[config.mk]
export PLATFORM = sky130hd
export DESIGN_NAME = usb_tx_encoder
export DESIGN_NICKNAME = d
export VERILOG_FILES = /design/src/rtl/usb_tx_encoder.sv
export SDC_FILE = /design/constraint.sdc
export NUM_CORES = 1
export LEC_CHECK = 0
export ABC_CLOCK_PERIOD_IN_PS = 2700
export CAP_MARGIN = 10
export CORE_MARGIN = 2
export CORE_UTILIZATION = 55
export CTS_CLUSTER_SIZE = 12
export DETAILED_ROUTE_END_ITERATION = 10
export GPL_TIMING_DRIVEN = 0
export PLACE_DENSITY = 0.83
export SYNTH_ARGS = -nofsm -noshare
export SYNTH_HDL_FRONTEND = slang
export SYNTH_SLANG_ARGS = --single-unit
[constraint.sdc]
create_clock -name clk -period 2.7 [get_ports clk]
set_input_delay 0.27 -clock clk [delete_from_list [all_inputs] [get_ports clk]]
set_output_delay 0.27 -clock clk [all_outputs]
set_load 0.02 [all_outputs]
[src/rtl/usb_tx_encoder.sv]
// usb_tx_encoder: full-speed USB transmit line encoder.
// Serialises packet bytes LSB-first, inserts a stuff 0 after STUFF_LEN
// consecutive transmitted 1s, NRZI-encodes onto D+/D- and closes with EOP.
// Build option: define USB_TX_SYNC_GEN_EN to generate the SYNC byte
// internally; otherwise the caller supplies 0x80 as the first byte.
// The line register is loaded on each bit strobe with the bit of the slot
// that is ending, so the line runs one bit period behind the state machine.
// This lets the one-cycle LOAD state overlap the final bit of the previous
// byte, and EOP_J spans two strobes so that J is visible for a full bit time
// before tx_done.
`timescale 1ns/1ps

module usb_tx_encoder #(
  parameter int CLKS_PER_BIT = 8,
  parameter int STUFF_LEN    = 6
) (
  input  logic       clk,
  input  logic       n_rst,
  input  logic       tx_start,
  input  logic [7:0] tx_data,
  input  logic       tx_valid,
  input  logic       tx_last,
  output logic       tx_ready,
  output logic       d_plus,
  output logic       d_minus,
  output logic       tx_busy,
  output logic       tx_done,
  output logic       tx_err
);

  localparam int CW = (CLKS_PER_BIT > 1) ? $clog2(CLKS_PER_BIT) : 1;
  localparam int OW = $clog2(STUFF_LEN + 1);

  localparam logic [2:0] IDLE    = 3'd0;
`ifdef USB_TX_SYNC_GEN_EN
  localparam logic [2:0] SYNC    = 3'd1;
  localparam logic [7:0] SYNC_PAT = 8'h80;
`endif
  localparam logic [2:0] LOAD    = 3'd2;
  localparam logic [2:0] DATA    = 3'd3;
  localparam logic [2:0] EOP_SE0 = 3'd4;
  localparam logic [2:0] EOP_J   = 3'd5;

  logic [2:0]    state;
  logic [CW-1:0] clk_cnt;
  logic [3:0]    bit_cnt;
  logic [OW-1:0] ones;
  logic [7:0]    shreg;
  logic          last_q;
  logic          line_j;
  logic          se0;
  logic          done_q;
  logic          err_q;
  logic          strobe;
  logic          stuff_now;

  assign strobe    = (state != IDLE) && (clk_cnt == CW'(CLKS_PER_BIT - 1));
  assign stuff_now = (ones == OW'(STUFF_LEN));

  assign tx_ready = (state == LOAD);
  assign tx_busy  = (state != IDLE);
  assign tx_done  = done_q;
  assign tx_err   = err_q;
  assign d_plus   = ~se0 & line_j;
  assign d_minus  = ~se0 & ~line_j;

  // Bit timer: free-runs through each bit period while a packet is active
  always_ff @(posedge clk or negedge n_rst) begin
    if (!n_rst)
      clk_cnt <= '0;
    else if (state == IDLE || strobe)
      clk_cnt <= '0;
    else
      clk_cnt <= clk_cnt + 1'b1;
  end

  // Packet sequencer, bit stuffer and NRZI line register
  always_ff @(posedge clk or negedge n_rst) begin
    if (!n_rst) begin
      state   <= IDLE;
      bit_cnt <= '0;
      ones    <= '0;
      shreg   <= '0;
      last_q  <= 1'b0;
      line_j  <= 1'b1;
      se0     <= 1'b0;
      done_q  <= 1'b0;
      err_q   <= 1'b0;
    end else begin
      done_q <= 1'b0;
      err_q  <= 1'b0;
      case (state)
        IDLE: begin
          if (tx_start) begin
`ifdef USB_TX_SYNC_GEN_EN
            state <= SYNC;
`else
            state <= LOAD;
`endif
            bit_cnt <= '0;
            ones    <= '0;
            line_j  <= 1'b1;
            se0     <= 1'b0;
          end
        end
`ifdef USB_TX_SYNC_GEN_EN
        SYNC: begin
          if (strobe) begin
            if (!SYNC_PAT[bit_cnt[2:0]])
              line_j <= ~line_j;
            ones    <= SYNC_PAT[bit_cnt[2:0]] ? ones + 1'b1 : '0;
            bit_cnt <= bit_cnt + 4'd1;
            if (bit_cnt == 4'd7) begin
              state   <= LOAD;
              bit_cnt <= '0;
            end
          end
        end
`endif
        LOAD: begin
          bit_cnt <= '0;
          if (tx_valid) begin
            shreg  <= tx_data;
            last_q <= tx_last;
            state  <= DATA;
          end else begin
            err_q <= 1'b1;
            state <= EOP_SE0;
          end
        end
        DATA: begin
          if (strobe) begin
            if (stuff_now) begin
              line_j <= ~line_j;
              ones   <= '0;
              if (bit_cnt == 4'd8) begin
                state   <= last_q ? EOP_SE0 : LOAD;
                bit_cnt <= '0;
              end
            end else begin
              if (!shreg[0])
                line_j <= ~line_j;
              ones    <= shreg[0] ? ones + 1'b1 : '0;
              shreg   <= {1'b0, shreg[7:1]};
              bit_cnt <= bit_cnt + 4'd1;
              if (bit_cnt == 4'd7 && !(shreg[0] && ones == OW'(STUFF_LEN - 1))) begin
                state   <= last_q ? EOP_SE0 : LOAD;
                bit_cnt <= '0;
              end
            end
          end
        end
        EOP_SE0: begin
          if (strobe) begin
            se0     <= 1'b1;
            bit_cnt <= bit_cnt + 4'd1;
            if (bit_cnt == 4'd1) begin
              state   <= EOP_J;
              bit_cnt <= '0;
            end
          end
        end
        EOP_J: begin
          if (strobe) begin
            se0     <= 1'b0;
            line_j  <= 1'b1;
            bit_cnt <= bit_cnt + 4'd1;
            if (bit_cnt == 4'd1) begin
              state   <= IDLE;
              bit_cnt <= '0;
              done_q  <= 1'b1;
            end
          end
        end
        default: state <= IDLE;
      endcase
    end
  end

endmodule

==> results.cfg, run 1 <==
[status]
status = complete, but fails checks
violations = DRC

[route]
wl_microns = 3100
wl_per_cell_microns = 15.6
via_per_inst = 5.94
firstDrtPassIters = 7
drc = 2
drt-initial-drc-count = 25
antenna_left = 0
routed-via-count = 1177

[setup_path]
endpoint_kind = output pin
worstSetupPathType = flip-flop to output pin
crit_arrival_ns = 2.01
required_ns = 2.43
rr_worst_depth = 6
reg2reg_to = bit_cnt[0]
start_kind = flip-flop
worstReg2RegStart = ones[0]
critPathMaxFanout = 10
regToRegSetupSlack_ns = 0.74

[die]
start_util_pct = 58.7
io_pins = 19
die_w_microns = 58.7
coreArea_sq_um = 2810
row_count = 19
die_h_microns = 58.7
die-area_sq_um = 3450

[placed_design]
dp_hpwl_microns = 2360
io_buffers = 18
placedCellCount = 193
gp_routability_congestion = 0.853
placed_cell_area_sq_um = 1870

[synthesis]
synth_cell_types = 50
synth-main-ff-cell = dfrtp_1
synth_top_cell_area_share_pct = 38.0
yosysMostFrequentCell = dfrtp_1
async_reset_ff_share_pct = 100
yosys_warnings = 0
synth_cells = 144
synthTopCellsByCount = 25 x dfrtp_1, 13 x mux2_4, 10 x nand2_1
yosysSeqAreaShare_pct = 39.6
synth_nets = 165
synth-seq-cells = 26
syn_area_sq_um = 1650
synth_edf_count = 0
synth_top_area_cell = dfrtp_1
synth.area.top_cells = dfrtp_1 38%, mux2_4 12%, ha_1 6.1%
syn_area_per_cell_sq_um = 11.4

[clock_tree]
clk_latency_ns = 0.32
cts_buffers = 3
h-tree-depth = 1
tritoncts = yes
cts_resized = 0
clkTransAtPathRegs_ns = 0.14
clock_sinks = 26
postCtsSetupBuffers = 0
cts_max_path_buffers = 2
hold_buffers = 0
cts_root_buf = clkbuf_4

[layout]
syn_to_final_growth_pct = 18.1
drive_above_1_share_pct = 22.8
stdcell_count = 198
diodes = 0
fin_nets = 189
final_area_sq_um = 1950

[worst_hold_path]
hold_class = input port to asynchronous set/reset pin

[sta]
fmax_mhz = 438
maxSlewHeadroom_pct = 65.7
maxSlewViolCount = 0
worst_slew_pin_slew_ns = 0.513
finalSetupTns_ns = 0
fin_crit_sh_pct = 84.5
clock_skew_ns = 0.00287
hold_ws_ns = 0.269
setup_viol = 0
min_period_ns = 2.28
rsz0062_at_grt = false
finalHoldViolations = 0

[pwr]
powerDensity_nw_per_um2 = 972
power_leakage_nw = 0.858
seq_power_share_pct = 33.1
intPower_mw = 1.21
vdd_drop_max_mv = 0.651
pwr-share-comb_pct = 52.9
p_switching_mw = 0.680
power.share.clock_pct = 14.0
p_sw_share_pct = 36.0

[global_routing]
grt_pass1_wl_microns = 5350
grt_pass1_vias = 1195
grt_antenna_before_repair = 0
grt_util_all_layers_pct = 20.2
grt_max_degree = 27
grt-ovfl-total = 0

[flow_run]
cap_violations = 0
[power by group through the flow]
| stage | combinational, mW | sequential, mW | clock, mW |
|---|---|---|---|
| 6_report | 1.00 | 0.626 | 0.266 |
| 5_1_grt | 1.09 | 0.643 | 0.291 |
| 4_1_cts | 1.00 | 0.627 | 0.272 |
| 3_5_place_dp | 0.997 | 0.635 | 0 |
| 3_3_place_gp | 0.969 | 0.623 | 0 |
| 2_1_floorplan | 0.767 | 0.613 | 0 |
[per-stage QoR]
step	power (mW)	setup slack [ns]	util, %
2_1_floorplan	1.38	0.891	-
3_3_place_gp	1.59	0.798	66.5
3_5_place_dp	1.63	0.765	66.5
4_1_cts	1.90	0.413	68.4
5_1_grt	2.02	0.279	69.4
6_report	1.89	0.417	69.4
[registers in the layout, summed over array words and instances, names as in the netlist]
register	flops
shreg	8
bit_cnt	4
clk_cnt	3
ones	3
state	3
last_q	1
line_j	1
se0	1
tx_done	1
tx_err	1
[layout make-up]
| cell class | instances | area [sq um] |
|---|---|---|
| inverters | 9 | 33.8 |
| well taps | 31 | 38.8 |
| clock inverters | 1 | 30.0 |
| flip-flops and latches | 26 | 652 |
| repair buffers | 19 | 208 |
| fillers | 218 | 858 |
| clock buffers | 3 | 22.5 |
| plain buffers | 6 | 57.6 |
| multi-input cells | 103 | 905 |
[how the worst max path moves through the flow]
stage,cells past startpoint,to,slack [ns],from
CTS,4,tx_busy,0.41,state[2]
global placement,6,bit_cnt[0],0.80,ones[0]
finish,4,tx_busy,0.42,state[2]
floorplan,5,shreg[0],0.89,state[0]
detailed placement,5,shreg[5],0.77,clk_cnt[0]
global route,4,tx_busy,0.28,state[2]
[routing by layer]
| metal | GRT usage (%) | part of all wire, % | vias up |
|---|---|---|---|
| li1 | - | - | 576 |
| met1 | 27.3 | 46 | 579 |
| met2 | 33.0 | 49 | 18 |
| met3 | 2.42 | 3.6 | 4 |
| met4 | 8.12 | 1.2 | 0 |
| met5 | 0 | 0 | - |
[cells by family (layout without fill, tap and decap cells)]
| kind of cell | Yosys count | after routing | share of synthesized area (%) |
|---|---|---|---|
| xor gates and xnor gates | 2 | 2 | 1.06 |
| AOI/OAI and AO/OA | 30 | 30 | 16.9 |
| and+or+nand+nor | 44 | 44 | 14.9 |
| DFF | 26 | 26 | 39.6 |
| adders and majority gates | 8 | 8 | 6.07 |
| muxes | 19 | 19 | 15.9 |
| buffers and inverters | 15 | 38 | 5.54 |
[placed cells by master (no fill, tap or decap), types with 2 or more instances in the layout]
master / netlist / final
dfrtp_1: 25 / 25
nand3_1: 4 / 4
a22oi_1: 2 / 2
nand2_2: 2 / 2
o22ai_1: 2 / 2
nor2b_1: 3 / 3
o21ai_1: 3 / 3
nand2_1: 10 / 10
ha_1: 8 / 8
a41oi_1: 2 / 2
o21ai_0: 2 / 2
nand2b_1: 3 / 3
mux2_2: 4 / 4
inv_1: 9 / 9
clkdlybuf4s50_1: 0 / 18
a21oi_1: 4 / 4
mux2_1: 2 / 2
clkbuf_4: 0 / 3
nor3_1: 4 / 4
buf_6: 3 / 3
and3b_1: 2 / 2
mux2_4: 13 / 13
and3_1: 4 / 4
nor2_1: 5 / 5
[worst max-delay path, stage by stage, from the launching register on]
cell             delay (ns)
dfrtp_1                0.44
buf_2                  0.20
nor3_1                 0.34
inv_1                  0.14
clkdlybuf4s50_1        0.56
Note: power is estimated with default switching activity, not from simulation.
==> inputs of run 2 (changes only) <==
- ABC_CLOCK_PERIOD_IN_PS: 2700 -> 2100
- CORE_UTILIZATION: 55 -> 50
- PLACE_DENSITY: 0.83 -> 0.8
- clock period: 2.7 -> 2.1 ns (I/O delays scaled with it)
==> run 2 against run 1 <==
  * The run now ends clean
  * Clock power fell by 3%
  * Combinational power increased by 29%
  * Total power grew 24%
  * Sequential share of layout area fell by 0.064 points
==> results.cfg, run 2 (same netlist as run 1, synthesis figures left out) <==
[pwr]
power_leakage_nw = 0.852
intPower_mw = 1.46
vdd_drop_max_mv = 0.700
power.share.clock_pct = 10.9
seq_power_share_pct = 34.4
p_switching_mw = 0.890
powerDensity_nw_per_um2 = 1210
pwr-share-comb_pct = 54.7
p_sw_share_pct = 37.8

[sta]
rsz0062_at_grt = false
finalSetupTns_ns = 0
clock_skew_ns = 0.00804
setup_viol = 0
finalHoldViolations = 0
maxSlewHeadroom_pct = 63.7
worst_slew_pin_slew_ns = 0.542
fin_crit_sh_pct = 91.3
min_period_ns = 1.92
fmax_mhz = 522
maxSlewViolCount = 0

[layout]
n_fill_cell = 278
largest_reg_flops = 8
stdcell_count = 211
multi_input_area_sq_um = 910
reg_top3 = shreg: 8 flops, bit_cnt: 4 flops
syn_to_final_growth_pct = 18.4
final_cell_mix = 25 x dfrtp_1, 17 x clkdlybuf4s50_1, 13 x mux2_4
diodes = 0
fin_nets = 189
top_register = shreg
drive_above_1_share_pct = 23.4
register_area_sq_um = 652
utilization_pct = 62.9
layout_commonest_cell = dfrtp_1

[clock_tree]
postCtsSetupBuffers = 0
cts_root_buf = clkbuf_4
h-tree-depth = 1
cts_max_path_buffers = 2
clock_sinks = 26
clkTransAtPathRegs_ns = 0.14
clk_latency_ns = 0.33
cts_buffers = 3
tritoncts = yes

[setup_path]
worstPathCellList = inv_1 > ha_1 > nand2_1 > o2111ai_1 > a22oi_2 > mux2_2
startpoint = ones[0]
cpMaxStageDelayCell = o2111ai_1
slowest_delay_ns = 0.49
reg2reg_to = bit_cnt[0]
worstSetupPathType = flip-flop to flip-flop
critPathMaxFanout = 6
crit_arrival_ns = 2.15
start_kind = flip-flop
rr_worst_depth = 6
required_ns = 2.33
regToRegSetupSlack_ns = 0.18
worstReg2RegStart = ones[0]
endpoint_kind = flip-flop

[route]
via_per_inst = 5.64
drc = 0
drt-initial-drc-count = 28
antenna_left = 0
routed-via-count = 1189
wl_per_cell_microns = 15.2
wl_microns = 3200
firstDrtPassIters = 4

[die]
die-area_sq_um = 3770
io_pins = 19
coreArea_sq_um = 3100
die_h_microns = 61.4
row_count = 20
die_w_microns = 61.4
start_util_pct = 53.1

[global_routing]
grt_util_all_layers_pct = 18.9
grt_pass1_wl_microns = 5260
grt_antenna_before_repair = 0
grt_max_degree = 27
grt-ovfl-total = 0
grt_pass1_vias = 1215

[placed_design]
io_buffers = 18
dp_hpwl_microns = 2410
gp_routability_congestion = 0.873
placedCellCount = 206

[status]
status = finished, final reports clean

[worst_hold_path]
hold_class = input port to asynchronous set/reset pin

[flow_run]
cap_violations = 0
-- run 2: cell count changes in the layout (fill, tap and decap cells not counted), sizes merged --
cell,previous run,this run
bufinv,1,0
clkbuf,4,5
clkdlybuf4s50,18,17
dlygate4sd2,0,1
-- run 2: power by group through the flow --
stage | clock network (mW) | logic [mW] | registers [mW]
after floorplan | 0 | 0.986 | 0.788
after global placement | 0 | 1.24 | 0.803
after detailed placement | 0 | 1.29 | 0.820
after CTS | 0.269 | 1.30 | 0.807
after global routing | 0.287 | 1.40 | 0.827
final | 0.257 | 1.29 | 0.809
-- run 2: timing repair --
action                                  in CTS  in global routing
resized for setup                            2                  0
hold buffers                                 0                  0
endpoints found under the setup margin       1                  0
hold endpoints to repair                     0                  0
-- run 2: worst max-delay path by stage --
stage | to | cells after the start
after floorplan | shreg[0] | 5
after global placement | bit_cnt[0] | 6
after detailed placement | bit_cnt[0] | 6
after CTS | tx_ready | 3
after global routing | bit_cnt[0] | 6
final | bit_cnt[0] | 6
-- run 2: stage by stage --
step           worst slack [ns]  hold slack [ns]  instance area, sq um  power [mW]
2_1_floorplan             0.291          -0.0856                  1650        1.77
4_1_cts                   0.160            0.430                  1920        2.37
3_5_place_dp              0.225            0.439                  1880        2.11
5_1_grt                  0.0213            0.237                  1950        2.52
3_3_place_gp              0.226            0.429                  1880        2.04
6_report                  0.183            0.213                  1950        2.35
-- run 2: final cells by class --
| cell class | instances | share of cell area [%] |
|---|---|---|
| tap | 44 | 2.82 |
| inverter | 9 | 1.73 |
| buffer | 6 | 2.95 |
| clock buffer | 4 | 1.86 |
| sequential | 26 | 33.4 |
| timing repair buffer | 19 | 10.6 |
| multi-input combinational | 103 | 46.6 |
-- run 2: worst max-delay path, delay by kind of cell, from the launching register on --
family	cells	cell delay, ns
adder cells (fa/ha/maj)	1	0.16
multiplexers	1	0.29
AO/OA/AOI/OAI	2	0.66
AND/OR/NAND/NOR	1	0.17
buffers and inverters	1	0.08
flip-flops	1	0.46
-- run 2: metal layers --
layer	global-route usage, %	part of all wire (%)
met5	0	0
met3	5.88	4.8
met1	22.9	44
met2	33.0	50
met4	4.56	0.78
